File: config.mk
export PLATFORM = sky130hd
export DESIGN_NAME = fetch_stage
export DESIGN_NICKNAME = d
export VERILOG_FILES = /design/src/rtl/fetch_stage.sv
export SDC_FILE = /design/constraint.sdc
export NUM_CORES = 1
export LEC_CHECK = 0
export ABC_AREA = 1
export CAP_MARGIN = 20
export CORE_ASPECT_RATIO = 1.5
export CORE_UTILIZATION = 49
export DETAILED_ROUTE_END_ITERATION = 6
export GPL_TIMING_DRIVEN = 0
export PLACE_DENSITY_LB_ADDON = 0.3
export RECOVER_POWER = 50
export SLEW_MARGIN = 20
export SYNTH_ARGS = -nofsm -noshare
export SYNTH_HDL_FRONTEND = slang
export SYNTH_SLANG_ARGS = --single-unit
File: constraint.sdc
create_clock -name clk -period 5.6 [get_ports clk]
set_clock_uncertainty 0.15 [all_clocks]
set_input_delay 1.12 -clock clk [delete_from_list [all_inputs] [get_ports clk]]
set_output_delay 1.12 -clock clk [all_outputs]
set_load 0.02 [all_outputs]
File: src/rtl/fetch_stage.sv
// Instruction-fetch stage with IF/ID pipeline register.
// Issues word requests over req/ack, buffers one word under stall, drains stale requests on redirect.
module fetch_stage #(
   parameter logic [31:0] RESET_PC = 32'h0000_0000,
   parameter logic [31:0] NOP_INST = 32'h0000_0000
) (
   input  logic        clk,
   input  logic        rst,
   input  logic        stall,
   input  logic        redirect,
   input  logic [31:0] redirect_pc,
   output logic        imem_req,
   output logic [31:0] imem_addr,
   input  logic        imem_ack,
   input  logic [31:0] imem_rdata,
   output logic [31:0] inst,
   output logic [31:0] pc,
   output logic        inst_valid
);

   typedef enum logic [1:0] {StFetch, StHold, StDrain} state_e;

   state_e      state_q, state_d;
   logic [31:0] fetch_pc_q, fetch_pc_d;
   logic [31:0] drain_addr_q, drain_addr_d;
   logic [31:0] buf_inst_q, buf_inst_d;
   logic [31:0] inst_q, inst_d;
   logic [31:0] pc_q, pc_d;
   logic        inst_valid_q, inst_valid_d;
   logic [31:0] pc_plus4;

   assign pc_plus4 = fetch_pc_q + 32'd4;

   always_ff @(posedge clk or posedge rst) begin
      if (rst) begin
         state_q <= StFetch;
      end else begin
         state_q <= state_d;
      end
   end

   always_comb begin
      state_d = state_q;
      unique case (state_q)
         StFetch: begin
            if (redirect && !imem_ack) begin
               state_d = StDrain;
            end else if (!redirect && imem_ack && stall) begin
               state_d = StHold;
            end
         end
         StHold: begin
            if (redirect || !stall) begin
               state_d = StFetch;
            end
         end
         StDrain: begin
            if (imem_ack) begin
               state_d = StFetch;
            end
         end
         default: state_d = StFetch;
      endcase
   end

   always_comb begin
      imem_req  = (state_q == StFetch || state_q == StDrain) && !rst;
      imem_addr = (state_q == StDrain) ? drain_addr_q : fetch_pc_q;
   end

   always_comb begin
      fetch_pc_d   = fetch_pc_q;
      drain_addr_d = drain_addr_q;
      buf_inst_d   = buf_inst_q;
      inst_d       = inst_q;
      pc_d         = pc_q;
      inst_valid_d = inst_valid_q;
      if (redirect) begin
         // Flush wins over stall; a pending request keeps its original address until acked.
         fetch_pc_d   = redirect_pc;
         inst_d       = NOP_INST;
         pc_d         = redirect_pc;
         inst_valid_d = 1'b0;
         if (state_q == StFetch && !imem_ack) begin
            drain_addr_d = fetch_pc_q;
         end
      end else begin
         unique case (state_q)
            StFetch: begin
               if (imem_ack && stall) begin
                  buf_inst_d = imem_rdata;
               end else if (imem_ack) begin
                  inst_d       = imem_rdata;
                  pc_d         = pc_plus4;
                  inst_valid_d = 1'b1;
                  fetch_pc_d   = pc_plus4;
               end else if (!stall) begin
                  inst_d       = NOP_INST;
                  pc_d         = fetch_pc_q;
                  inst_valid_d = 1'b0;
               end
            end
            StHold: begin
               if (!stall) begin
                  inst_d       = buf_inst_q;
                  pc_d         = pc_plus4;
                  inst_valid_d = 1'b1;
                  fetch_pc_d   = pc_plus4;
               end
            end
            StDrain: begin
               if (!stall) begin
                  inst_d       = NOP_INST;
                  pc_d         = fetch_pc_q;
                  inst_valid_d = 1'b0;
               end
            end
            default: ;
         endcase
      end
   end

   always_ff @(posedge clk or posedge rst) begin
      if (rst) begin
         fetch_pc_q   <= RESET_PC;
         drain_addr_q <= 32'd0;
         buf_inst_q   <= NOP_INST;
         inst_q       <= NOP_INST;
         pc_q         <= 32'd0;
         inst_valid_q <= 1'b0;
      end else begin
         fetch_pc_q   <= fetch_pc_d;
         drain_addr_q <= drain_addr_d;
         buf_inst_q   <= buf_inst_d;
         inst_q       <= inst_d;
         pc_q         <= pc_d;
         inst_valid_q <= inst_valid_d;
      end
   end

   assign inst       = inst_q;
   assign pc         = pc_q;
   assign inst_valid = inst_valid_q;

endmodule

==> results of run 1 <==
-- area by class of cell --
cell class,count,area share (%)
Buffer,92,3.674
Clock inverter,8,0.8186
Inverter,123,3.704
Timing Repair Buffer,170,13.72
Multi-Input combinational cell,999,39.09
Tap cell,260,2.596
Antenna cell,1,0.01997
Sequential cell,163,32.54
Clock buffer,21,3.833
-- state kept, by name, indices dropped and copies added, names as in the netlist --
signal        count
buf_inst_q       32
drain_addr_q     32
fetch_pc_q       32
inst             32
pc               32
state_q           2
inst_valid        1
-- cells in the mapped netlist (20+ instances only) --
master,instances,area share (%)
nand2_1,437,16
o21ai_0,213,11
nor2_1,63,2.4
a21oi_1,37,1.9
dfrtp_1,163,41
o211ai_1,33,2.5
a31oi_1,24,1.5
nand3_1,40,2.0
o21ai_1,20,1.0
a22oi_1,32,2.4
inv_1,116,4.4
clkbuf_1,46,1.7
buf_2,25,1.3
-- per-layer routing --
layer	GRT usage, %	share of wire [%]	vias to the layer above
met5	0	0	-
met2	57.08	51	505
met3	6.460	7.7	119
li1	-	-	4920
met1	36.44	37	4945
met4	19.93	5.1	0
-- per-stage QoR --
step                setup slack (ns)  total power [mW]  hold slack, ns
floorplan                      2.259             4.759          0.3029
global route                  0.9686             8.037          0.3619
finish                         1.134             7.547          0.3360
CTS                            1.183             7.543          0.3381
global placement              0.7666             6.228          0.3156
detailed placement             1.648             6.347          0.3227
-- logic make-up (layout without fill, tap and decap cells) --
group / after synthesis / after routing / share of synthesized area (%)
buffers and inverters: 215 / 414 / 9.443
and+or+nand+nor: 582 / 582 / 23.97
DFF: 163 / 163 / 40.99
other: 0 / 1 / 0
xor gates and xnor gates: 13 / 13 / 1.144
adders and majority gates: 4 / 4 / 0.5030
AOI/OAI and AO/OA: 400 / 400 / 23.95
-- power by group --
group	internal [mW]	switching, mW	total [mW]
clock	0.696	0.486	1.18
combinational	1.61	2.59	4.20
sequential	1.72	0.447	2.17
total	4.03	3.52	7.55
-- worst max-delay path: stages, from the launching register on --
cell	delay [ns]
dfrtp_1	0.38
inv_1	0.10
ha_1	0.34
clkbuf_1	0.52
clkbuf_1	0.47
nand2_1	0.09
o21ai_0	0.16
clkdlybuf4s50_1	0.67
-- worst paths after layout --
check | startpoint | to | slack (ns) | depth (start not counted)
worst min register to register | drain_addr_q[14] | drain_addr_q[14] | 0.34 | 2
worst max-delay path | state_q[0] | imem_addr[0] | 1.13 | 7
min in group asynchronous | rst | buf_inst_q[14] | 1.20 | 2
worst min-delay path | drain_addr_q[14] | drain_addr_q[14] | 0.34 | 2
worst max register to register | state_q[1] | inst[6] | 2.63 | 10
max in group asynchronous | rst | drain_addr_q[30] | 2.06 | 3
==> metrics.md, run 1 <==
| Metric | Value |
|---|---|
| Status | `finished with violations` |
| Failing checks | `max-capacitance violations, max-slew violations` |
| CTS tree | `built` |
| MaxCap Viol Count | `2` |
| Remaining Overflow, GRT | `0` |
| I/O Buffers | `about 170` |
| FFs w/ async S/R, synth | `between 90% and 100%` |
| Worst-Skew Late Latency | `between 0.4 and 0.5 ns` |
| Rel. slew slack | `-11.93%` |
| Most frequent cells in the layout | `nand2_1, o21ai_0, dfrtp_1` |
| Area of the multi-input gates | `roughly 4900 um2` |
| Setup crit end kind | `output port` |
| CTS Hold Bufs | `0` |
| Full die area | `between 20000 and 25000 um2` |
| Critical Path Fanout Max | `10` |
| CTS sink count | `around 160` |
| Via density | `5.710` |
| Final std cells w/o fill | `around 1800` |
| Initial core utilization | `about half` |
| Reg clk slew, reported paths | `about 0.060 ns` |
| Avg WL per Cell | `18.23 um` |
| Core Area | `about 20000 um2` |
| Leak | `5.601 nW` |
| H-Tree Depth | `4` |
| Post-route setup TNS | `0 ns` |
| Commonest non-fill, non-tap cell in the layout | `nand2_1` |
| Placed wire-length estimate | `approximately 25000 um` |
| Final hold vios | `0` |
| Final ANT Viol Nets | `0` |
| Worst Path Required | `around 4.3 ns` |
| Number of cells produced by synthesis | `between 1000 and 1500` |
| Startpoint types | `flop` |
| Synthesis Warnings | `0` |
| Root Buffer Master | `clkbuf_16` |
| Pre-antenna DRT Iters | `6` |
| Final Instance Area | `between 10000 and 15000 um2` |
| Total Nets Final | `~1600` |
| Tightest Pin Transition | `1.679 ns` |
| Final setup fails | `0` |
| RD Place Congestion | `approximately 1` |
| Post-synthesis register bit count | `roughly 160` |
| CP arrival | `around 3.2 ns` |
| Max Freq | `about 0.22 GHz` |
| Worst hold path type | `reg2reg` |
| Post-Place Cells | `about 1800` |
| Final WL | `around 33000 um` |
| Min Tclk post-route | `roughly 4.5 ns` |
| Tcrit/Tclk final | `between 70% and 80%` |
| Seq/Total Area, Yosys | `40.99%` |
| Proportion of layout cells with a drive suffix above 1 | `7.424%` |
| Largest net degree at the start of global routing | `32` |
| IO Pins | `~170` |
| Die Height | `around 180 um` |
| DP Area | `approximately 12000 um2` |
| Setup Fix Bufs, Post-CTS | `0` |
| Antenna violations before repair | `1` |
| EDFF count, synth | `0` |
| Post_cts resized | `0` |
| Top FF cell, synth | `dfrtp_1` |
| Yosys cell types | `between 40 and 50` |
| Slew Limit Fails | `54` |
| Synth Cell Area | `about 10000 um2` |
| VDD IR-drop max | `0.3524 mV` |
| Die W | `118.4 um` |
| DRC | `0` |
| Crit Path Category | `reg2out` |
| FF/Latch Area | `between 4000 and 5000 um2` |
| DR vias | `approximately 10000` |
| DRT iter0 DRCs | `roughly 920` |
| Overall routing resource usage | `32.60%` |
| Fillers | `between 1500 and 2000` |
| Row count | `63` |
| Vias in the first global route | `10220` |
| Cts bufs inserted | `17` |
| Fin util | `between 60% and 70%` |
| PwrDens | `602.2 nW/um2` |
| Area growth syn-to-layout | `25.95%` |
| CTS max path bufs | `2` |
| First-pass GRT wire length | `52480 um` |
| RSZ-0062 raised after global routing | `no` |
| Mean area per synthesized cell | `7.226 um2` |
| Synthesized Nets | `roughly 1500` |
(Power assumes the default switching activity.)
==> run 2, diff against run 1 <==
--- a/config.mk
+++ b/config.mk
@@ -8,7 +8,7 @@
 export ABC_AREA = 1
 export CAP_MARGIN = 20
 export CORE_ASPECT_RATIO = 1.5
-export CORE_UTILIZATION = 49
+export CORE_UTILIZATION = 54
 export DETAILED_ROUTE_END_ITERATION = 6
 export GPL_TIMING_DRIVEN = 0
 export PLACE_DENSITY_LB_ADDON = 0.3
==> constraint.sdc (replaced) <==
create_clock -name clk -period 4.4 [get_ports clk]
set_clock_uncertainty 0.15 [all_clocks]
set_input_delay 0.88 -clock clk [delete_from_list [all_inputs] [get_ports clk]]
set_output_delay 0.88 -clock clk [all_outputs]
set_load 0.02 [all_outputs]
==> metrics.md, run 2 (synthesis gave the netlist of run 1 again) <==
| Metric | Value |
|---|---|
| Status | `finished with violations` |
| Hold Path Cell Cnt | `2` |
| Critical Path Fanout Max | `10` |
| DRT iter0 DRCs | `between 1000 and 1500` |
| Placed wire-length estimate | `around 25000 um` |
| PwrDens | `770.2 nW/um2` |
| Full die area | `approximately 19000 um2` |
| FF-to-FF path depth | `10` |
| CTS Hold Bufs | `0` |
| Leak | `around 5.6 nW` |
| Final Instance Area | `12480 um2` |
| Largest net degree at the start of global routing | `33` |
| Worst-Skew Late Latency | `around 0.44 ns` |
| CP arrival | `around 3.1 ns` |
| Max Freq | `roughly 0.24 GHz` |
| Final hold vios | `0` |
| Post-route setup TNS | `0 ns` |
| Die Height | `168.3 um` |
| Crit Path Category | `reg2out` |
| Tcrit/Tclk final | `94.54%` |
| Avg WL per Cell | `approximately 18 um` |
| Row count | `60` |
| Busiest grt layer | `met2` |
| DR vias | `10530` |
| Setup Fix Bufs, Post-CTS | `0` |
| Final ANT Viol Nets | `0` |
| H-Tree Depth | `4` |
| MaxCap Viol Count | `1` |
| Area growth syn-to-layout | `25.37%` |
| Antenna violations before repair | `0` |
| Pre-antenna DRT Iters | `6` |
| DP Area | `between 10000 and 15000 um2` |
| End point of the critical path | `imem_addr[0]` |
| RD Place Congestion | `approximately 0.99` |
| Final setup fails | `0` |
| Final std cells w/o fill | `between 1500 and 2000` |
| Final WL | `33170 um` |
| Initial core utilization | `roughly 55%` |
| Remaining Overflow, GRT | `0` |
| Die W | `about 110 um` |
| Crit path from | `state_q[0]` |
| Root Buffer Master | `clkbuf_16` |
| Cts bufs inserted | `17` |
| CTS tree | `built` |
| DP Worst Slack | `roughly 0.59 ns` |
| First-pass GRT wire length | `roughly 53000 um` |
| FF-to-FF End | `inst[4]` |
| IO Pins | `approximately 170` |
| Slew Limit Fails | `32` |
| Proportion of layout cells with a drive suffix above 1 | `approximately 7.6%` |
| Total Nets Final | `around 1600` |
| Reg2Reg Setup Slack | `approximately 1.4 ns` |
| Met2 usage | `~61%` |
| Reg clk slew, reported paths | `~0.060 ns` |
| GR Util met1 | `around two fifths` |
| Startpoint types | `flop` |
| Core Area | `~18000 um2` |
| Vias in the first global route | `between 10000 and 15000` |
| Overall routing resource usage | `~36%` |
| Setup crit end kind | `output port` |
| Post-Place Cells | `1764` |
| CTS max path bufs | `2` |
| Commonest non-fill, non-tap cell in the layout | `nand2_1` |
| I/O Buffers | `about 170` |
| VDD IR-drop max | `between 0.3 and 0.4 mV` |
| Failing checks | `max-capacitance violations, max-slew violations` |
| Final worst setup slack | `around 0.24 ns` |
| Worst Path Required | `roughly 3.4 ns` |
| Via density | `between 5 and 6` |
| Tightest Pin Transition | `around 1.8 ns` |
| CTS sink count | `about 160` |
| Met3 Track Usage GR | `6.228%` |
| R2r startpoint | `state_q[1]` |
| DRC | `0` |
| Worst hold path type | `reg2reg` |
| Rel. slew slack | `-19.88%` |
| Min Tclk post-route | `slightly above 4 ns` |
| Most frequent cells in the layout | `nand2_1, o21ai_0, dfrtp_1` |
| # diodes | `0` |
| RSZ-0062 raised after global routing | `no` |
[run 2: changes by cell type in the layout (fill, tap and decap cells not counted), moves of 2 or more]
cell / change
clkdlybuf4s50_1: -18
clkinv_4: +3
clkbuf_2: +2
clkbuf_1: -2
dlygate4sd3_1: +18
[run 2: layout make-up]
class / count / area (um2)
Buffer: 92 / 462.9
Clock buffer: 20 / 466.7
Clock inverter: 11 / 128.9
Fill cell: 1523 / 5542
Inverter: 123 / 465.4
Multi-Input combinational cell: 999 / 4897
Sequential cell: 163 / 4079
Tap cell: 217 / 271.5
Timing Repair Buffer: 170 / 1704
[run 2: per-layer routing]
layer / up-vias / wire length (um)
met1: 4955 / 12250
met2: 531 / 16640
li1: 4919 / -
met5: - / 0
met4: 0 / 1715
met3: 126 / 2574
[run 2: how the worst min path moves through the flow]
| stage | from | end | slack (ns) |
|---|---|---|---|
| 2_1_floorplan | drain_addr_q[11] | drain_addr_q[11] | 0.30 |
| 3_3_place_gp | drain_addr_q[12] | drain_addr_q[12] | 0.32 |
| 3_5_place_dp | drain_addr_q[17] | drain_addr_q[17] | 0.32 |
| 4_1_cts | drain_addr_q[15] | drain_addr_q[15] | 0.34 |
| 5_1_grt | buf_inst_q[4] | buf_inst_q[4] | 0.35 |
| 6_report | drain_addr_q[13] | drain_addr_q[13] | 0.33 |
[run 2: report_power, final]
part	internal, mW	switching, mW
clock network	0.881	0.649
logic	2.02	3.29
registers	2.19	0.572
[run 2: metrics by stage]
stage,hold WS (ns),power (mW),utilization [%]
detailed placement,0.3229,8.067,66.52
CTS,0.3381,9.605,69.83
finish,0.3342,9.609,69.24
floorplan,0.3029,6.057,-
global placement,0.3156,7.912,65.92
global route,0.3474,10.21,69.24
[run 2: timing repair]
item	4_1_cts	5_1_grt
gates resized for setup	0	2
setup endpoints to repair	0	2
endpoints found under the hold margin	0	0
[run 2: worst max-delay path: stages, from the launching register on]
cell             delay (ns)
dfrtp_1                0.38
inv_1                  0.10
ha_1                   0.42
clkbuf_2               0.40
clkbuf_1               0.48
nand2_1                0.08
o21ai_0                0.15
clkdlybuf4s50_1        0.66
==> run 3, diff against run 2 <==
--- a/config.mk
+++ b/config.mk
@@ -5,10 +5,10 @@
 export SDC_FILE = /design/constraint.sdc
 export NUM_CORES = 1
 export LEC_CHECK = 0
-export ABC_AREA = 1
 export CAP_MARGIN = 20
 export CORE_ASPECT_RATIO = 1.5
-export CORE_UTILIZATION = 54
+export CORE_MARGIN = 2
+export CORE_UTILIZATION = 53
 export DETAILED_ROUTE_END_ITERATION = 6
 export GPL_TIMING_DRIVEN = 0
 export PLACE_DENSITY_LB_ADDON = 0.3
==> metrics.md, run 3 <==
| Metric | Value |
|---|---|
| Full die area | `18490 um2` |
| Synth Cell Area | `a little over 9000 um2` |
| FFs w/ async S/R, synth | `100.0%` |
| Initial core utilization | `between 50% and 60%` |
| Post-Place Cells | `between 1000 and 1500` |
| Internal power | `4.509 mW` |
| Via density | `between 6 and 7` |
| Hold Path Cell Cnt | `2` |
| Crit path from | `state_q[0]` |
| PwrDens | `~660 nW/um2` |
| CP arrival | `3.16 ns` |
| Setup Fix Bufs, Post-CTS | `0` |
| Synth top cells by count | `dfrtp_1, nand2_1, mux2_2, o21ai_0, nor2_1` |
| Worst Path Required | `about 3.4 ns` |
| Setup crit end kind | `output port` |
| Min Tclk post-route | `4.191 ns` |
| CTS sink count | `between 150 and 200` |
| I/O Buffers | `roughly 160` |
| Seq pwr share | `31.5%` |
| Worst-Skew Late Latency | `0.43 ns` |
| Final WL | `~29000 um` |
| Area leader, netlist | `dfrtp_1` |
| CTS max path bufs | `2` |
| Final hold vios | `0` |
| Row count | `59` |
| Post-synthesis register bit count | `between 150 and 200` |
| Most common cell in the synthesized netlist | `dfrtp_1` |
| Failing checks | `max-capacitance violations, max-slew violations` |
| FF-to-FF path depth | `10` |
| Final Instance Area | `about 12000 um2` |
| DP Area | `11240 um2` |
| Reg2Reg Setup Slack | `between 1 and 1.5 ns` |
| Worst Hold Margin | `around 0.33 ns` |
| RSZ-0062 raised after global routing | `no` |
| Design Power | `between 7 and 8 mW` |
| CTS tree | `built` |
| Power share of the clock group | `just under 20%` |
| Placed wire-length estimate | `just over 20000 um` |
| Yosys top cell area share | `approximately 44%` |
| DRC | `0` |
| Commonest non-fill, non-tap cell in the layout | `dfrtp_1` |
| Crit Path Category | `reg2out` |
| Total Nets Final | `approximately 1200` |
| CTS Hold Bufs | `0` |
| Synthesis Warnings | `0` |
| Overall routing resource usage | `31.08%` |
| Yosys cell types | `70` |
| Switching Power | `roughly 3.2 mW` |
| Combinational fraction of design power | `49.2%` |
| Proportion of layout cells with a drive suffix above 1 | `approximately 16%` |
| RD Place Congestion | `0.9220` |
| Root Buffer Master | `clkbuf_16` |
| Pre-antenna DRT Iters | `6` |
| DR vias | `slightly below 9000` |
| Post_cts resized | `0` |
| Largest net degree at the start of global routing | `32` |
| Final setup fails | `0` |
| VDD IR-drop max | `between 0.3 and 0.4 mV` |
| Cts bufs inserted | `17` |
| Leak | `about 5 nW` |
| Switch share | `a little over two fifths` |
| Top cells by area, synth | `dfrtp_1, mux2_2, o21ai_0` |
| First-pass GRT wire length | `between 40000 and 50000 um` |
| Number of cells produced by synthesis | `between 900 and 1000` |
| Seq/Total Area, Yosys | `44.23%` |
| Final std cells w/o fill | `1397` |
| Tightest Pin Transition | `approximately 1.8 ns` |
| Reg clk slew, reported paths | `around 0.060 ns` |
| DP Worst Slack | `roughly 0.7 ns` |
| Startpoint types | `flop` |
| # diodes | `0` |
| Final ANT Viol Nets | `0` |
| Top FF cell, synth | `dfrtp_1` |
| H-Tree Depth | `4` |
| Area growth syn-to-layout | `27.49%` |
| Status | `finished with violations` |
| Antenna violations before repair | `0` |
| R2r startpoint | `state_q[0]` |
| Final worst setup slack | `around 0.21 ns` |
| Max Freq | `roughly 0.24 GHz` |
| Mean area per synthesized cell | `between 9 and 10 um2` |
| Die W | `roughly 110 um` |
| EDFF count, synth | `0` |
| IO Pins | `167` |
| DRT iter0 DRCs | `roughly 960` |
| Tcrit/Tclk final | `95.25%` |
| Avg WL per Cell | `20.70 um` |
| Worst hold path type | `reg2reg` |
| Core Area | `roughly 17000 um2` |
| Remaining Overflow, GRT | `0` |
| Critical Path Fanout Max | `10` |
| Vias in the first global route | `8623` |
| Rel. slew slack | `-16.74%` |
| Hold path startpoint | `pc[5]` |
| Synthesized Nets | `approximately 1100` |
| Die Height | `~170 um` |
| Most frequent cells in the layout | `dfrtp_1, clkdlybuf4s50_1, nand2_1` |
| Slew Limit Fails | `92` |
| MaxCap Viol Count | `3` |
run 3: cell types whose count changed in the layout (fill, tap and decap cells not counted), moves of 23 or more:
cell / change
nand3_1: -26
mux2_2: +103
and3_1: +38
xnor2_1: +23
o21ai_0: -117
a21oi_1: +27
inv_1: -105
nand2_1: -327
o211ai_1: -30
run 3: metal layers:
layer  wire [um]  part of all wire, %  vias to the layer above  global-route usage [%]
li1            -                    -                     3888                       -
met1       10650                   37                     4144                   35.64
met5           0                    0                        -                       0
met4        1653                  5.7                        0                   17.90
met2       14550                   50                      504                   54.90
met3        2068                  7.2                      134                   5.182
run 3: cell families after synthesis:
kind of cell	count (synthesis)	synth area share, %
simple gates	293	15.26
compound gates	264	17.72
flops	163	44.23
mux	110	13.34
buf+inv	107	4.925
xor+xnor	42	3.989
fa+ha+maj	4	0.5427
run 3: power by group through the flow:
stage	combinational [mW]	sequential (mW)	clock [mW]
6_report	3.82	2.44	1.50
4_1_cts	3.84	2.44	1.50
5_1_grt	4.08	2.50	1.56
2_1_floorplan	2.12	2.64	0
3_3_place_gp	3.73	2.43	0
3_5_place_dp	3.81	2.45	0
run 3: final timing paths:
path | to
min in group asynchronous | inst[12]
worst max-delay path | imem_addr[12]
max in group asynchronous | fetch_pc_q[2]
worst max register to register | pc[7]
worst min-delay path | pc[5]
worst min register to register | pc[5]
run 3: metrics by stage:
| stage | util, % | setup TNS [ns] |
|---|---|---|
| floorplan | - | 0 |
| finish | 68.36 | 0 |
| detailed placement | 65.36 | 0 |
| global route | 68.36 | 0 |
| CTS | 68.79 | 0 |
| global placement | 64.73 | -26.86 |
run 3: cell type report:
cell class / instances / area (um2)
plain buffers: 92 / 396.6
inverters: 15 / 57.56
well taps: 213 / 266.5
fillers: 1387 / 5443
flip-flops and latches: 163 / 4079
clock buffers: 23 / 488.0
clock inverters: 9 / 102.6
repair buffers: 169 / 1678
multi-input cells: 713 / 4690
run 3: critical path, stage by stage (launching register included):
cell and delay [ns]:
dfrtp_1 0.41, inv_1 0.10, ha_1 0.19, clkbuf_1 0.47, buf_1 0.62, mux2_2 0.41
clkdlybuf4s50_1 0.54
